<file path="config.mk">
export PLATFORM = sky130hd
export DESIGN_NAME = dmem_arbiter
export DESIGN_NICKNAME = d
export VERILOG_FILES = /design/src/rtl/dmem_arbiter.sv
export SDC_FILE = /design/constraint.sdc
export NUM_CORES = 1
export LEC_CHECK = 0
export BUFFER_PORTS_ARGS = -buffer_cell sky130_fd_sc_hd__buf_2
export CORE_AREA = 2 2 118 120
export DETAILED_ROUTE_END_ITERATION = 6
export DIE_AREA = 0 0 120 122
export GPL_TIMING_DRIVEN = 0
export REMOVE_ABC_BUFFERS = 1
export SYNTH_ARGS = -nofsm -noshare
export SYNTH_HDL_FRONTEND = slang
export SYNTH_SLANG_ARGS = --single-unit
export TNS_END_PERCENT = 100
</file>
<file path="constraint.sdc">
create_clock -name clk -period 1.6 [get_ports clk]
set_clock_uncertainty 0.1 [all_clocks]
set_input_delay 0.16 -clock clk [delete_from_list [all_inputs] [get_ports clk]]
set_output_delay 0.16 -clock clk [all_outputs]
set_load 0.02 [all_outputs]
</file>
<file path="src/rtl/dmem_arbiter.sv">
// Purpose : shares the single-port data memory between the core (priority) and the host/loader port.
// Latency : grant is combinational in the request cycle; read data returns exactly one cycle after the grant.
// Backpress: the losing requester sees gnt=0 and must hold its request; the host is forced through after MAX_WAIT lost cycles.
//
// Ports:
//   clk, rst_n                      - clock (rising edge), asynchronous active-low reset
//   core_req/we/addr/wdata -> gnt   - core load/store request, granted in the same cycle
//   core_rvalid/rdata               - core read return, one cycle after a granted read
//   host_req/we/addr/wdata -> gnt   - host/loader request, granted in the same cycle
//   host_rvalid/rdata               - host read return, one cycle after a granted read
//   dmem_we/addr/wdata, dmem_rdata  - memory side; dmem_rdata is valid one cycle after the address
module dmem_arbiter #(
    parameter int ADDR_W   = 32,
    parameter int DATA_W   = 32,
    parameter int MAX_WAIT = 4
) (
    input  logic              clk,
    input  logic              rst_n,

    input  logic              core_req,
    input  logic              core_we,
    input  logic [ADDR_W-1:0] core_addr,
    input  logic [DATA_W-1:0] core_wdata,
    output logic              core_gnt,
    output logic              core_rvalid,
    output logic [DATA_W-1:0] core_rdata,

    input  logic              host_req,
    input  logic              host_we,
    input  logic [ADDR_W-1:0] host_addr,
    input  logic [DATA_W-1:0] host_wdata,
    output logic              host_gnt,
    output logic              host_rvalid,
    output logic [DATA_W-1:0] host_rdata,

    output logic              dmem_we,
    output logic [ADDR_W-1:0] dmem_addr,
    output logic [DATA_W-1:0] dmem_wdata,
    input  logic [DATA_W-1:0] dmem_rdata
);

    // MAX_WAIT is limited to 1..15, so four bits hold the saturating count.
    localparam logic [3:0] WAIT_MAX = 4'(MAX_WAIT);

    logic [3:0] host_wait_q, host_wait_d;
    logic       rd_core_q, rd_core_d;
    logic       rd_host_q, rd_host_d;
    logic       host_forced;

    // Grant: core wins contention unless the host has already lost MAX_WAIT
    // consecutive cycles, in which case the host takes this slot.
    always_comb begin
        host_forced = (host_wait_q == WAIT_MAX);
        core_gnt    = core_req & ~(host_req & host_forced);
        host_gnt    = host_req & (~core_req | host_forced);
    end

    // Memory drive from whichever requester holds the grant; idle drives zero.
    always_comb begin
        dmem_we    = 1'b0;
        dmem_addr  = '0;
        dmem_wdata = '0;
        if (core_gnt) begin
            dmem_we    = core_we;
            dmem_addr  = core_addr;
            dmem_wdata = core_wdata;
        end else if (host_gnt) begin
            dmem_we    = host_we;
            dmem_addr  = host_addr;
            dmem_wdata = host_wdata;
        end
    end

    // Wait counter counts only consecutive lost host cycles; a grant or a
    // dropped request restarts it from zero.
    always_comb begin
        host_wait_d = '0;
        if (host_req && !host_gnt) begin
            host_wait_d = (host_wait_q >= WAIT_MAX) ? WAIT_MAX : host_wait_q + 4'd1;
        end
    end

    // One flag per owner marks a read in flight; since memory latency is fixed
    // at one cycle, the flag alone steers the returning data to its owner.
    always_comb begin
        rd_core_d = core_gnt & ~core_we;
        rd_host_d = host_gnt & ~host_we;
    end

    always_ff @(posedge clk or negedge rst_n) begin
        if (!rst_n) begin
            host_wait_q <= '0;
            rd_core_q   <= 1'b0;
            rd_host_q   <= 1'b0;
        end else begin
            host_wait_q <= host_wait_d;
            rd_core_q   <= rd_core_d;
            rd_host_q   <= rd_host_d;
        end
    end

    // Read data is gated to zero on the port that does not own the return.
    always_comb begin
        core_rvalid = rd_core_q;
        host_rvalid = rd_host_q;
        core_rdata  = rd_core_q ? dmem_rdata : '0;
        host_rdata  = rd_host_q ? dmem_rdata : '0;
    end

endmodule

</file>
==> run_results.csv <==
group,metric,value,unit
critical_path,worstReg2RegStart,"host_wait_q[0]",
route,wl_per_cell,16.2,um
logic_synthesis,synth_top_cell_by_area,"a22o_1",
logic_synthesis,syn_area,1350,um2
clocking,clk_path_buf_depth,2,
sta,fmax,470,MHz
clocking,clock-root-buffer,"clkbuf_16",
finish,diodes,0,
global_route,antenna_found_initial,1,
finish,finalNetCount,653,
die,die_h,122,um
finish,fill_cells,1455,
clocking,cts_buffers,3,
finish,fin_area,3890,um2
run_status,violations,"negative setup slack",
die,core,13500,um2
die,num_rows,43,
global_route,grt_overflow,0,
die,io_pins,299,
route,routed-via-count,2673,
global_route,grt_max_degree,34,
route,routed_via_density,4.03,
critical_path,cp-end-kind,"output pin",
power_and_ir_drop,p_per_area,481,nW/um2
route,drc,0,
route,dr.pass1.iters,4,
critical_path,cp.required,1.34,ns
clocking,cts_tree,"built",
power_and_ir_drop,p_leak,2.22,nW
route,drt-initial-drc-count,76,
global_route,grt_pass1_wl,14000,um
route,wl,10700,um
logic_synthesis,synth_cells,174,
place,dp_slack,-0.545,ns
critical_path,cp_max_fo,6,
route,highest_layer,"met4",
sta,hold_violations,0,
run_status,run_status,"finished with violations",
die,dieArea,14600,um2
finish,layout-drive-gt1-share,69.8,%
place,gp_congestion,0.753,
die,start_util,9.97,%
logic_synthesis,yosysSeqAreaShare,11.2,%
logic_synthesis,synth_cell_type_count,17,
route,ant_nets,0,
place,dpl_cell_area,3000,um2
clocking,clock_latency,0.23,ns
global_route,grtUsageTotal,12.7,%
logic_synthesis,ys_seq_elements,6,
worst_hold_path,hp-class,"in2reg",
logic_synthesis,synth_warnings,0,
critical_path,critPathLaunch,"host_wait_q[0]",
clocking,clock_sinks,6,
run,cap_violations,0,
critical_path,cp-start-kind,"flop",
route,wl_met2,5290,um
sta,setup_viol,68,
clocking,clk_pin_slew_worst_paths,0.03,ns
worst_hold_path,worstHoldStart,"host_we",
finish,syn2layout_area_growth,189,%
sta,timing.hold.ws,0.0316,ns
sta,final_max_slew_viol_count,0,
power_and_ir_drop,ir_drop,0.238,mV
die,die_w,120,um
sta,worst_slack,-0.527,ns
place,portBuffers,298,
sta,fin_crit_sh,133,%
critical_path,worstPathArrival,1.87,ns
sta,rsz0062_at_grt,"true",
route,wl_met3,903,um
sta,min_period,2.13,ns
route,wl_met1,4400,um
global_route,grt_pass1_vias,2478,
logic_synthesis,yosys-top-cells-area,"a22o_1 (42%), and2_1 (30%), dfrtp_1 (11%), buf_6 (3.3%), clkbuf_1 (2.8%)",
place,dp_hpwl,7310,um
logic_synthesis,syn_avg_cell_area,7.74,um2
clocking,htree_levels,1,
critical_path,path_class,"reg2out",
logic_synthesis,yosysTopAreaCellShare,42.3,%
-- state kept, by name (all words and copies together), names as in the netlist --
name,cells
host_wait_q,4
core_rvalid,1
host_rvalid,1
-- kinds of logic (layout without fill, tap and decap cells) --
| family | count (synthesis) | in the layout | synth area share [%] |
|---|---|---|---|
| fa+ha+maj | 2 | 2 | 1.86 |
| other cells | 1 | 1 | 0.279 |
| compound gates | 68 | 70 | 43.4 |
| flops | 6 | 6 | 11.2 |
| buf+inv | 25 | 332 | 9.85 |
| simple gates | 72 | 72 | 33.5 |
-- critical path, cell delays in order, from the launching register on --
cell and delay (ns):
dfrtp_1 0.38, inv_2 0.06, ha_2 0.17, nand4b_1 0.12, and2_4 0.24, buf_12 0.16
buf_16 0.13, a22o_1 0.23, buf_6 0.14
-- cell type report --
type	count	area (um2)	share of cell area, %
multi-input cells	145	1140	29.2
well taps	180	225	5.78
clock buffers	3	75.1	1.93
flip-flops and latches	6	153	3.92
inverters	4	15.0	0.385
repair buffers	325	2290	58.8
-- metal layers --
layer,GRT usage [%],vias up
li1,-,1268
met2,23.7,187
met5,0,-
met3,2.15,9
met4,0.882,0
met1,15.8,1209
-- cells in the mapped netlist, drive strengths merged --
master	n
a21oi	1
clkbuf	10
dfrtp	6
conb	1
nand4b	1
ha	2
o21ai	2
nor4	1
nor2b	2
nor4b	1
and2	65
inv	4
a22o	65
nand2	2
buf	11
-- what timing repair did --
item,in CTS,in global routing
pin swaps,15,20
gates cloned,11,0
hold buffers,2,0
hold endpoints to repair,7,0
endpoints found under the setup margin,132,69
buffers inserted,10,5
resized for setup,86,52
-- power by group --
group          switching, mW  internal (mW)
Clock                 0.0790          0.320
Combinational          0.625          0.672
Sequential            0.0202          0.159
-- cells in the final DEF (no fill, tap or decap), types with 3 or more instances in the layout --
master       n
and2_1      64
buf_4       14
clkbuf_16    3
buf_6       58
o21ai_4      3
inv_1        3
buf_16       8
buf_2      238
buf_12       5
dfrtp_1      4
a22o_1      63
-- path summary, 6_finish.rpt --
kind,to,slack [ns],cells after the start
setup / recovery,dmem_wdata[7],-0.53,8
setup reg to reg,host_rvalid,-0.18,10
max in group asynchronous,core_rvalid,1.03,2
hold / removal,host_rvalid,0.03,2
hold reg to reg,host_wait_q[0],0.37,1
min in group asynchronous,host_wait_q[2],0.21,2
-- per-stage QoR --
step	total power [mW]	std cells	TNS, ns	utilization, %
6_report	1.88	663	-32.17	28.8
5_1_grt	1.97	663	-39.49	28.8
4_1_cts	1.81	659	-30.44	27.4
3_5_place_dp	1.13	633	-26.89	22.2
3_3_place_gp	1.12	631	-185.35	21.8
2_1_floorplan	0.672	153	-119.31	-
(Power assumes the default switching activity.)
